$ cat src/rtl/victim_refill_if.sv
// Miss-handling bundle between the cache front end, the bus, the tag array and the LRU controller.
// The slave modport is the victim/refill FSM. The master modport is everything around it.
`timescale 1ns/1ps
interface victim_refill_if #(
    parameter int NUM_WAYS    = 4,
    parameter int INDEX_WIDTH = 6,
    parameter int TAG_WIDTH   = 24
);
    localparam int ADDR_WIDTH = TAG_WIDTH + INDEX_WIDTH;

    logic                          miss_valid;
    logic                          miss_ready;
    logic [ADDR_WIDTH-1:0]         miss_addr;
    logic                          miss_is_write;
    logic [NUM_WAYS-1:0]           way_valid;
    logic [NUM_WAYS-1:0]           way_dirty;
    logic [NUM_WAYS*TAG_WIDTH-1:0] way_tag;
    logic [1:0]                    lru_way;
    logic                          wb_req_valid;
    logic                          wb_req_ready;
    logic [ADDR_WIDTH-1:0]         wb_req_addr;
    logic                          fill_req_valid;
    logic                          fill_req_ready;
    logic [ADDR_WIDTH-1:0]         fill_req_addr;
    logic                          fill_req_excl;
    logic                          fill_resp_valid;
    logic                          install_valid;
    logic [NUM_WAYS-1:0]           install_way;
    logic [1:0]                    install_state;
    logic                          access_valid;
    logic [NUM_WAYS-1:0]           access_way;
    logic                          busy;

    modport master (
        output miss_valid, miss_addr, miss_is_write, way_valid, way_dirty, way_tag, lru_way,
               wb_req_ready, fill_req_ready, fill_resp_valid,
        input  miss_ready, wb_req_valid, wb_req_addr, fill_req_valid, fill_req_addr,
               fill_req_excl, install_valid, install_way, install_state, access_valid,
               access_way, busy
    );

    modport slave (
        input  miss_valid, miss_addr, miss_is_write, way_valid, way_dirty, way_tag, lru_way,
               wb_req_ready, fill_req_ready, fill_resp_valid,
        output miss_ready, wb_req_valid, wb_req_addr, fill_req_valid, fill_req_addr,
               fill_req_excl, install_valid, install_way, install_state, access_valid,
               access_way, busy
    );
endinterface

$ cat src/rtl/victim_refill_fsm.sv
// Cache miss handler. It picks a victim way (invalid ways first, then LRU) and writes the victim back if it is dirty.
// It then fetches the line, installs it in S or M state, and reports the MRU access to the LRU controller.
`timescale 1ns/1ps
module victim_refill_fsm #(
    parameter int NUM_WAYS    = 4,
    parameter int INDEX_WIDTH = 6,
    parameter int TAG_WIDTH   = 24
) (
    input logic            clk,
    input logic            rst_n,
    victim_refill_if.slave bus
);
    localparam int ADDR_WIDTH = TAG_WIDTH + INDEX_WIDTH;

    typedef enum logic [2:0] {IDLE, SELECT, WB_REQ, FILL_REQ, FILL_WAIT, INSTALL} state_t;

    state_t                state;
    logic [ADDR_WIDTH-1:0] addr_q;
    logic                  excl_q;
    logic [NUM_WAYS-1:0]   victim_q;
    logic [TAG_WIDTH-1:0]  victim_tag_q;
    logic                  wb_valid_q;
    logic                  fill_valid_q;
    logic                  install_valid_q;
    logic [NUM_WAYS-1:0]   install_way_q;
    logic [1:0]            install_state_q;

    logic [1:0]            sel_idx;
    logic [NUM_WAYS-1:0]   sel_onehot;
    logic [TAG_WIDTH-1:0]  sel_tag;
    logic                  sel_dirty;

    // Descending scan so the lowest-numbered invalid way overrides the LRU choice.
    always_comb begin
        sel_idx = bus.lru_way;
        for (int i = NUM_WAYS - 1; i >= 0; i--) begin
            if (!bus.way_valid[i]) begin
                sel_idx = 2'(i);
            end
        end
        sel_onehot = NUM_WAYS'(1) << sel_idx;
        sel_tag    = bus.way_tag[int'(sel_idx) * TAG_WIDTH +: TAG_WIDTH];
        sel_dirty  = bus.way_valid[sel_idx] & bus.way_dirty[sel_idx];
    end

    always_ff @(posedge clk or negedge rst_n) begin
        if (!rst_n) begin
            state           <= IDLE;
            addr_q          <= '0;
            excl_q          <= 1'b0;
            victim_q        <= '0;
            victim_tag_q    <= '0;
            wb_valid_q      <= 1'b0;
            fill_valid_q    <= 1'b0;
            install_valid_q <= 1'b0;
            install_way_q   <= '0;
            install_state_q <= 2'b00;
        end else begin
            case (state)
                IDLE: begin
                    if (bus.miss_valid) begin
                        addr_q <= bus.miss_addr;
                        excl_q <= bus.miss_is_write;
                        state  <= SELECT;
                    end
                end
                SELECT: begin
                    victim_q     <= sel_onehot;
                    victim_tag_q <= sel_tag;
                    if (sel_dirty) begin
                        wb_valid_q <= 1'b1;
                        state      <= WB_REQ;
                    end else begin
                        fill_valid_q <= 1'b1;
                        state        <= FILL_REQ;
                    end
                end
                WB_REQ: begin
                    if (bus.wb_req_ready) begin
                        wb_valid_q   <= 1'b0;
                        fill_valid_q <= 1'b1;
                        state        <= FILL_REQ;
                    end
                end
                FILL_REQ: begin
                    if (bus.fill_req_ready) begin
                        fill_valid_q <= 1'b0;
                        state        <= FILL_WAIT;
                    end
                end
                FILL_WAIT: begin
                    if (bus.fill_resp_valid) begin
                        install_valid_q <= 1'b1;
                        install_way_q   <= victim_q;
                        install_state_q <= excl_q ? 2'b10 : 2'b01;
                        state           <= INSTALL;
                    end
                end
                INSTALL: begin
                    install_valid_q <= 1'b0;
                    install_way_q   <= '0;
                    install_state_q <= 2'b00;
                    state           <= IDLE;
                end
                default: state <= IDLE;
            endcase
        end
    end

    assign bus.miss_ready     = (state == IDLE);
    assign bus.busy           = (state != IDLE);
    assign bus.wb_req_valid   = wb_valid_q;
    assign bus.wb_req_addr    = {victim_tag_q, addr_q[INDEX_WIDTH-1:0]};
    assign bus.fill_req_valid = fill_valid_q;
    assign bus.fill_req_addr  = addr_q;
    assign bus.fill_req_excl  = excl_q;
    assign bus.install_valid  = install_valid_q;
    assign bus.install_way    = install_way_q;
    assign bus.install_state  = install_state_q;
    assign bus.access_valid   = install_valid_q;
    assign bus.access_way     = install_way_q;
endmodule

$ cat src/flat_wrapper.sv
// flat-port wrapper written by rule: the top's interface ports become plain ports
module victim_refill_fsm_flat 
#(
    parameter int NUM_WAYS    = 4,
    parameter int INDEX_WIDTH = 6,
    parameter int TAG_WIDTH   = 24
)
  (clk, rst_n, bus_miss_valid, bus_miss_addr, bus_miss_is_write, bus_way_valid, bus_way_dirty, bus_way_tag, bus_lru_way, bus_wb_req_ready, bus_fill_req_ready, bus_fill_resp_valid, bus_miss_ready, bus_wb_req_valid, bus_wb_req_addr, bus_fill_req_valid, bus_fill_req_addr, bus_fill_req_excl, bus_install_valid, bus_install_way, bus_install_state, bus_access_valid, bus_access_way, bus_busy);
  victim_refill_if #(.NUM_WAYS(NUM_WAYS), .INDEX_WIDTH(INDEX_WIDTH), .TAG_WIDTH(TAG_WIDTH)) bus_i ();
  input logic clk;
  input logic rst_n;
  input wire logic [$bits(bus_i.miss_valid)-1:0] bus_miss_valid;
  input wire logic [$bits(bus_i.miss_addr)-1:0] bus_miss_addr;
  input wire logic [$bits(bus_i.miss_is_write)-1:0] bus_miss_is_write;
  input wire logic [$bits(bus_i.way_valid)-1:0] bus_way_valid;
  input wire logic [$bits(bus_i.way_dirty)-1:0] bus_way_dirty;
  input wire logic [$bits(bus_i.way_tag)-1:0] bus_way_tag;
  input wire logic [$bits(bus_i.lru_way)-1:0] bus_lru_way;
  input wire logic [$bits(bus_i.wb_req_ready)-1:0] bus_wb_req_ready;
  input wire logic [$bits(bus_i.fill_req_ready)-1:0] bus_fill_req_ready;
  input wire logic [$bits(bus_i.fill_resp_valid)-1:0] bus_fill_resp_valid;
  output wire logic [$bits(bus_i.miss_ready)-1:0] bus_miss_ready;
  output wire logic [$bits(bus_i.wb_req_valid)-1:0] bus_wb_req_valid;
  output wire logic [$bits(bus_i.wb_req_addr)-1:0] bus_wb_req_addr;
  output wire logic [$bits(bus_i.fill_req_valid)-1:0] bus_fill_req_valid;
  output wire logic [$bits(bus_i.fill_req_addr)-1:0] bus_fill_req_addr;
  output wire logic [$bits(bus_i.fill_req_excl)-1:0] bus_fill_req_excl;
  output wire logic [$bits(bus_i.install_valid)-1:0] bus_install_valid;
  output wire logic [$bits(bus_i.install_way)-1:0] bus_install_way;
  output wire logic [$bits(bus_i.install_state)-1:0] bus_install_state;
  output wire logic [$bits(bus_i.access_valid)-1:0] bus_access_valid;
  output wire logic [$bits(bus_i.access_way)-1:0] bus_access_way;
  output wire logic [$bits(bus_i.busy)-1:0] bus_busy;
  assign bus_i.miss_valid = bus_miss_valid;
  assign bus_i.miss_addr = bus_miss_addr;
  assign bus_i.miss_is_write = bus_miss_is_write;
  assign bus_i.way_valid = bus_way_valid;
  assign bus_i.way_dirty = bus_way_dirty;
  assign bus_i.way_tag = bus_way_tag;
  assign bus_i.lru_way = bus_lru_way;
  assign bus_i.wb_req_ready = bus_wb_req_ready;
  assign bus_i.fill_req_ready = bus_fill_req_ready;
  assign bus_i.fill_resp_valid = bus_fill_resp_valid;
  assign bus_miss_ready = bus_i.miss_ready;
  assign bus_wb_req_valid = bus_i.wb_req_valid;
  assign bus_wb_req_addr = bus_i.wb_req_addr;
  assign bus_fill_req_valid = bus_i.fill_req_valid;
  assign bus_fill_req_addr = bus_i.fill_req_addr;
  assign bus_fill_req_excl = bus_i.fill_req_excl;
  assign bus_install_valid = bus_i.install_valid;
  assign bus_install_way = bus_i.install_way;
  assign bus_install_state = bus_i.install_state;
  assign bus_access_valid = bus_i.access_valid;
  assign bus_access_way = bus_i.access_way;
  assign bus_busy = bus_i.busy;
  victim_refill_fsm #(.NUM_WAYS(NUM_WAYS), .INDEX_WIDTH(INDEX_WIDTH), .TAG_WIDTH(TAG_WIDTH)) u_core (.clk(clk), .rst_n(rst_n), .bus(bus_i));
endmodule
$ cat config.mk
export PLATFORM = sky130hd
export DESIGN_NAME = victim_refill_fsm_flat
export DESIGN_NICKNAME = d
export VERILOG_FILES = /design/src/rtl/victim_refill_if.sv /design/src/rtl/victim_refill_fsm.sv /design/src/flat_wrapper.sv
export SDC_FILE = /design/constraint.sdc
export NUM_CORES = 1
export LEC_CHECK = 0
export ABC_AREA = 1
export CAP_MARGIN = 15
export CORE_ASPECT_RATIO = 0.8
export CORE_MARGIN = 2
export CORE_UTILIZATION = 30
export DETAILED_ROUTE_END_ITERATION = 8
export GPL_TIMING_DRIVEN = 0
export SLEW_MARGIN = 25
export SYNTH_ARGS = -nofsm -noshare
export SYNTH_HDL_FRONTEND = slang
export SYNTH_SLANG_ARGS = --single-unit
$ cat constraint.sdc
create_clock -name clk -period 3 [get_ports clk]
set_clock_uncertainty 0.1 [all_clocks]
set_input_delay 0.45 -clock clk [delete_from_list [all_inputs] [get_ports clk]]
set_output_delay 0.45 -clock clk [all_outputs]
set_load 0.03 [all_outputs]
==> metrics.md, run 1 <==
| Metric | Value |
|---|---|
| Status | finished clean |
| Num CTS Buffers | 9 |
| DRC | 0 |
| Routed vias | 4280 |
| Number of cell rows | 38 |
| First-pass GRT wire length | 21400 um |
| Seq/Total Area, Yosys | 0.435 |
| Fin crit period | 2370 ps |
| Crit start category | flop |
| Synth area leaders | dfrtp_1 43%, nand2_1 25%, mux2_4 11% |
| Core Util, Final | 0.509 |
| Die W | 134 um |
| Vias in the first global route | 4292 |
| CTS tree | yes |
| GPL Wtd Cong | 0.874 |
| Worst EP arrival | 1820 ps |
| FMAX | 422 MHz |
| Max clock buf depth | 2 |
| Hpwl dp | 10700 um |
| Layout cells sized above 1 | 0.118 |
| RSZ-0062 raised after global routing | no |
| Netlist cell types | 27 |
| Drt initial violations | 211 |
| Largest net degree at the start of global routing | 42 |
| Pre-antenna DRT Iters | 4 |
| Ys flop type | dfrtp_1 |
| Worst Slack Setup Final | 629 ps |
| Core area | 13400 um^2 |
| Post-synth EDFFs | 0 |
| Crit-path max FO | 6 |
| H-tree depth | 3 |
| Clock Sinks | 71 |
| Max-Cap Viols | 0 |
| Routed wire length per instance | 14.3 um |
| Post-synthesis cell area | 4090 um^2 |
| Endpoints failing setup | 0 |
| I/O Pins | 220 |
| Post-CTS sizing | 0 |
| Port bufs | 218 |
| Final nets | 902 |
| Slew Viols, Final | 0 |
| Setup TNS | 0 ps |
| Synth Warn # | 0 |
| Critical path type | flop to output port |
| DIE AREA | 14600 um^2 |
| Peak supply drop | 0.000510 V |
| Starting density of the core | 0.305 |
| Antenna violations before repair | 0 |
| Syn Area/Cell | 7.74 um^2 |
| Hold Path Class | flop to flop |
| Drt via density | 4.53 |
| CTS root buffer | clkbuf_16 |
| Tcrit/Tclk final | 0.790 |
| Required time worst endpoint | 2450 ps |
| Die height | 108 um |
| Post-synth top area share | 0.435 |
| Syn Inst Count | 528 |
| Pwr per Cell Area | 953 nW/um^2 |
| Slew Limit Headroom | 0.595 |
| Final Hold Violating Endpoints | 0 |
| Syn nets | 671 |
| Synth area leader | dfrtp_1 |
| Most common cell in the synthesized netlist | nand2_1 |
| Pre-CTS WS | 789 ps |
| Crit path capture type | output port |
| Worst-skew pair later-pin latency | 330 ps |
| Gr usage total | 0.190 |
| Routed Antenna Nets | 0 |
| Grt total ovfl | 0 |
| Post-CTS setup buffer count | 0 |
| Layout area overhead | 66.9% |
| Clock transition at the registers of the reported paths | 60 ps |
| Commonest cells post-synth | 271 x nand2_1, 71 x dfrtp_1, 57 x nand3_1, 30 x mux2_4, 20 x inv_1 |
| Yosys reg bits | 71 |
| Post-Route WL | 13500 um |
| Diodes inserted | 0 |
| Static Leak | 3.39 nW |
| Synth async-reset ratio | 1.00 |
| Worst-Margin Slew | 608 ps |
==> sequential cells by signal, summed over array words and instances, names as in the netlist <==
signal	cells
u_core.bus.fill_req_addr	30
u_core.victim_tag_q	24
u_core.bus.access_way	4
u_core.victim_q	4
u_core.state	3
u_core.bus.install_state	2
u_core.bus.access_valid	1
u_core.bus.fill_req_excl	1
u_core.bus.fill_req_valid	1
u_core.bus.wb_req_valid	1
==> critical path, stage by stage (launching register included) <==
cell and delay, ps:
dfrtp_1 460, nor2_4 190, nand2_2 90, clkinv_2 70, clkdlybuf4s50_1 680
==> report_power, final <==
part	leakage (nW)	switching, W	internal [W]
sequential	0.872	0.000295	0.00143
combinational	2.38	0.00199	0.00171
clock	0.135	0.000432	0.000648
total	3.39	0.00272	0.00378
==> layout by cell type, fill, tap and decap left out, drive strengths merged, types with 2 or more instances in the layout <==
cell / Yosys / routed
nand2: 275 / 275
clkdlybuf4s50: 0 / 217
dfrtp: 71 / 71
nand3: 59 / 59
buf: 31 / 33
mux2: 31 / 31
inv: 24 / 25
clkbuf: 8 / 18
nor2: 11 / 11
o21ai: 7 / 7
o31ai: 3 / 3
clkinvlp: 0 / 3
o22ai: 2 / 2
clkinv: 1 / 2
or2: 2 / 2
==> area by class of cell <==
class,instances,area (um^2)
Buffer,39,248
Clock buffer,10,229
Clock inverter,6,70.1
Fill cell,1291,6590
Inverter,25,95.1
Multi-Input combinational cell,393,1970
Sequential cell,71,1780
Tap cell,180,225
Timing Repair Buffer,220,2210
==> worst paths after layout <==
| check | start | endpoint | slack, ps | depth (start not counted) |
|---|---|---|---|---|
| setup reg to reg | u_core.state[2] | u_core.victim_tag_q[10] | 1250 | 6 |
| max in group asynchronous | rst_n | u_core.bus.access_way[0] | 1710 | 3 |
| setup / recovery | u_core.state[1] | bus_miss_ready | 630 | 4 |
| hold reg to reg | u_core.victim_tag_q[10] | u_core.victim_tag_q[10] | 380 | 2 |
| hold / removal | u_core.victim_tag_q[10] | u_core.victim_tag_q[10] | 380 | 2 |
| min in group asynchronous | rst_n | u_core.victim_tag_q[12] | 510 | 2 |
==> per-stage QoR <==
stage / std cells / cell area, um^2 / total power (W) / hold slack [ps]
2_1_floorplan: 528 / 4090 / 0.00393 / 54.4
3_3_place_gp: 926 / 6490 / 0.00540 / 365
3_5_place_dp: 927 / 6510 / 0.00545 / 330
4_1_cts: 944 / 6820 / 0.00658 / 377
5_1_grt: 944 / 6820 / 0.00690 / 389
6_report: 944 / 6820 / 0.00650 / 382
==> routing by layer <==
metal | vias up | global-route usage | share of wire
met3 | 22 | 0.0488 | 0.070
met5 | - | 0 | 0
met2 | 153 | 0.306 | 0.47
met1 | 1996 | 0.250 | 0.44
met4 | 0 | 0.0602 | 0.019
li1 | 2109 | - | -
==> what timing repair did <==
action	4_1_cts	5_1_grt
hold buffers	1	0
setup endpoints to repair	0	0
hold endpoints to repair	30	0
==> cells by family after synthesis <==
logic type | synth area share
buf+inv | 0.0839
flops | 0.435
mux | 0.113
compound gates | 0.0190
simple gates | 0.349
Power figures use the tool's default switching activity.
==> inputs of run 2 (changes only) <==
- clock period: 3 -> 2.2 ns (I/O delays scaled with it)
==> run 2 against run 1 <==
Compared with the run above:
- final cell count is the same
- wire length is essentially flat
- non-clock buffer count is the same
- sequential power grew 37%
- critical path depth shrank 1
- sequential share of layout area is essentially flat
- via count is the same
- register-to-register slack lost 800 ps
- setup slack lost 530 ps
==> metrics.md, run 2 (synthesis results as in run 1) <==
| Metric | Value |
|---|---|
| Worst-Margin Slew | 608 ps (about the same) |
| Hold Path Class | flop to flop (unchanged) |
| Drt via density | 4.53 (unchanged) |
| Starting density of the core | 0.305 (unchanged) |
| Critical path type | flop to output port (unchanged) |
| Fin crit period | 2100 ps |
| Most common cell after layout, fill and taps aside | nand2_1 (unchanged) |
| Reg2reg start | u_core.state[2] (unchanged) |
| Diodes inserted | 0 (unchanged) |
| First-pass GRT wire length | 21400 um (unchanged) |
| Hold path start | u_core.victim_tag_q[10] (unchanged) |
| Crit-path cells | nor2_4 > nand2_2 > clkdlybuf4s50_1 (was nor2_4 > nand2_2 > clkinv_2 > clkdlybuf4s50_1) |
| Status | finished clean (unchanged) |
| M2 GR Usage | 0.306 (unchanged) |
| DIE AREA | 14600 um^2 (unchanged) |
| Layout area overhead | 66.9% (about the same) |
| Internal power consumption | 0.00515 W (was 0.00378 W) |
| Pre-antenna DRT Iters | 5 (was 4) |
| Crit start category | flop (unchanged) |
| Die height | 108 um (unchanged) |
| Slew Viols, Final | 0 (unchanged) |
| Die W | 134 um (unchanged) |
| Max FFs per register | 30 (unchanged) |
| Reg2Reg Setup Slack | 450 ps (was 1250 ps) |
| Post-CTS setup buffer count | 0 (unchanged) |
| Drt initial violations | 210 (was 211) |
| Clock power frac | 0.166 (about the same) |
| CTS root buffer | clkbuf_16 (unchanged) |
| Grt total ovfl | 0 (unchanged) |
| Clock Sinks | 71 (unchanged) |
| Antenna violations before repair | 0 (unchanged) |
| Core area | 13400 um^2 (unchanged) |
| FILL cells | 1291 (unchanged) |
| Gr usage total | 0.190 (unchanged) |
| Number of cell rows | 38 (unchanged) |
| Worst EP arrival | 1670 ps (was 1820 ps) |
| Max-Cap Viols | 0 (unchanged) |
| Crit path largest cell delay | 610 ps (was 680 ps) |
| GRT busiest layer | met2 (unchanged) |
| DRC | 0 (unchanged) |
| Post-Route WL | 13500 um (about the same) |
| Port bufs | 218 (unchanged) |
| Clock transition at the registers of the reported paths | 60 ps (about the same) |
| Crit. Startpoint | u_core.state[1] (unchanged) |
| Routed wire length per instance | 14.3 um (about the same) |
| Largest net degree at the start of global routing | 42 (unchanged) |
| Slowest-stage cell, CP | clkdlybuf4s50_1 (unchanged) |
| Static Leak | 3.39 nW (about the same) |
| Slew Limit Headroom | 0.595 (about the same) |
| Sequential share of power | 0.265 (about the same) |
| CTS tree | yes (unchanged) |
| Cells on worst reg2reg path | 6 (unchanged) |
| M1 GR Usage | 0.250 (unchanged) |
| Setup TNS | 0 ps (unchanged) |
| Layout cells sized above 1 | 0.118 (unchanged) |
| Num CTS Buffers | 9 (unchanged) |
| Net switching power | 0.00370 W (was 0.00272 W) |
| Logic pwr share | 0.569 (about the same) |
| Net Sw Frac | 0.418 (about the same) |
| Routed vias | 4280 (unchanged) |
| Routed Antenna Nets | 0 (unchanged) |
| Vias in the first global route | 4292 (unchanged) |
| Peak supply drop | 0.000696 V (was 0.000510 V) |
| I/O Pins | 220 (unchanged) |
| H-tree depth | 3 (unchanged) |
| RSZ-0062 raised after global routing | no (unchanged) |
| Crit-path max FO | 6 (unchanged) |
| Final nets | 902 (unchanged) |
| Commonest non-fill, non-tap cells in the layout | 271 x nand2_1, 216 x clkdlybuf4s50_1, 71 x dfrtp_1 (was 271 x nand2_1, 217 x clkdlybuf4s50_1, 71 x dfrtp_1) |
| Hold WS | 382 ps (about the same) |
| GPL Wtd Cong | 0.874 (unchanged) |
| Tcrit/Tclk final | 0.957 |
| Pwr per Cell Area | 1300 nW/um^2 (was 953 nW/um^2) |
| Worst Setup EP | bus_busy (was bus_miss_ready) |
| Crit path capture type | output port (unchanged) |
| Met3 usage | 0.0488 (unchanged) |
| Endpoints failing setup | 0 (unchanged) |
| FMAX | 475 MHz |
| Worst-skew pair later-pin latency | 330 ps (about the same) |
| Reg area | 1780 um^2 (unchanged) |
| Required time worst endpoint | 1770 ps (was 2450 ps) |
| FF-to-FF End | u_core.victim_tag_q[10] (unchanged) |
| Multi-input logic area | 1970 um^2 (unchanged) |
| Final Hold Violating Endpoints | 0 (unchanged) |
| Hpwl dp | 10700 um (unchanged) |
| Max clock buf depth | 2 (unchanged) |
## run 2: cell count changes in the layout (fill, tap and decap cells not counted), sizes merged
cell / change
dlygate4sd2: +1
clkdlybuf4s50: -1
## run 2: how the worst min path moves through the flow
stage                                to  cells after the start
2_1_floorplan   u_core.bus.access_valid                      0
3_3_place_gp     u_core.victim_tag_q[7]                      2
3_5_place_dp    u_core.victim_tag_q[10]                      1
4_1_cts        u_core.bus.access_way[2]                      2
5_1_grt        u_core.bus.access_way[2]                      2
6_report        u_core.victim_tag_q[10]                      2
## run 2: through the flow
| stage | cells | util | worst slack [ps] | power, W | area [um^2] |
|---|---|---|---|---|---|
| 2_1_floorplan | 528 | - | 525 | 0.00535 | 4090 |
| 3_3_place_gp | 926 | 0.484 | -1840 | 0.00737 | 6490 |
| 3_5_place_dp | 927 | 0.486 | 109 | 0.00743 | 6510 |
| 4_1_cts | 944 | 0.508 | 85.4 | 0.00897 | 6820 |
| 5_1_grt | 944 | 0.508 | 28.3 | 0.00939 | 6820 |
| 6_report | 944 | 0.508 | 95.5 | 0.00886 | 6820 |
## run 2: metal layers
layer / vias up / wire length (um)
met5: - / 0
met4: 0 / 259
met3: 22 / 944
met2: 153 / 6320
met1: 1996 / 6010
li1: 2109 / -
## run 2: cell type report
class / count / share of cell area
Tap cell: 180 / 0.0330
Clock buffer: 10 / 0.0336
Buffer: 39 / 0.0363
Multi-Input combinational cell: 393 / 0.288
Timing Repair Buffer: 220 / 0.324
Clock inverter: 6 / 0.0103
Inverter: 25 / 0.0139
Sequential cell: 71 / 0.261
## run 2: repair_timing
action | CTS | global route
resized for setup | 1 | 0
hold buffers | 1 | 0
setup endpoints to repair | 1 | 0
hold endpoints to repair | 30 | 0
## run 2: worst max-delay path, delay by kind of cell (launching register included)
family        cells  cell delay, ps
simple gates      2             280
buf+inv           1             610
flops             1             460
## run 2: power groups by stage
stage | clock, W | combinational (W) | sequential (W)
final | 0.00147 | 0.00504 | 0.00235
after global routing | 0.00159 | 0.00537 | 0.00243
after CTS | 0.00153 | 0.00509 | 0.00235
after detailed placement | 0 | 0.00508 | 0.00235
after global placement | 0 | 0.00502 | 0.00234
after floorplan | 0 | 0.00191 | 0.00344
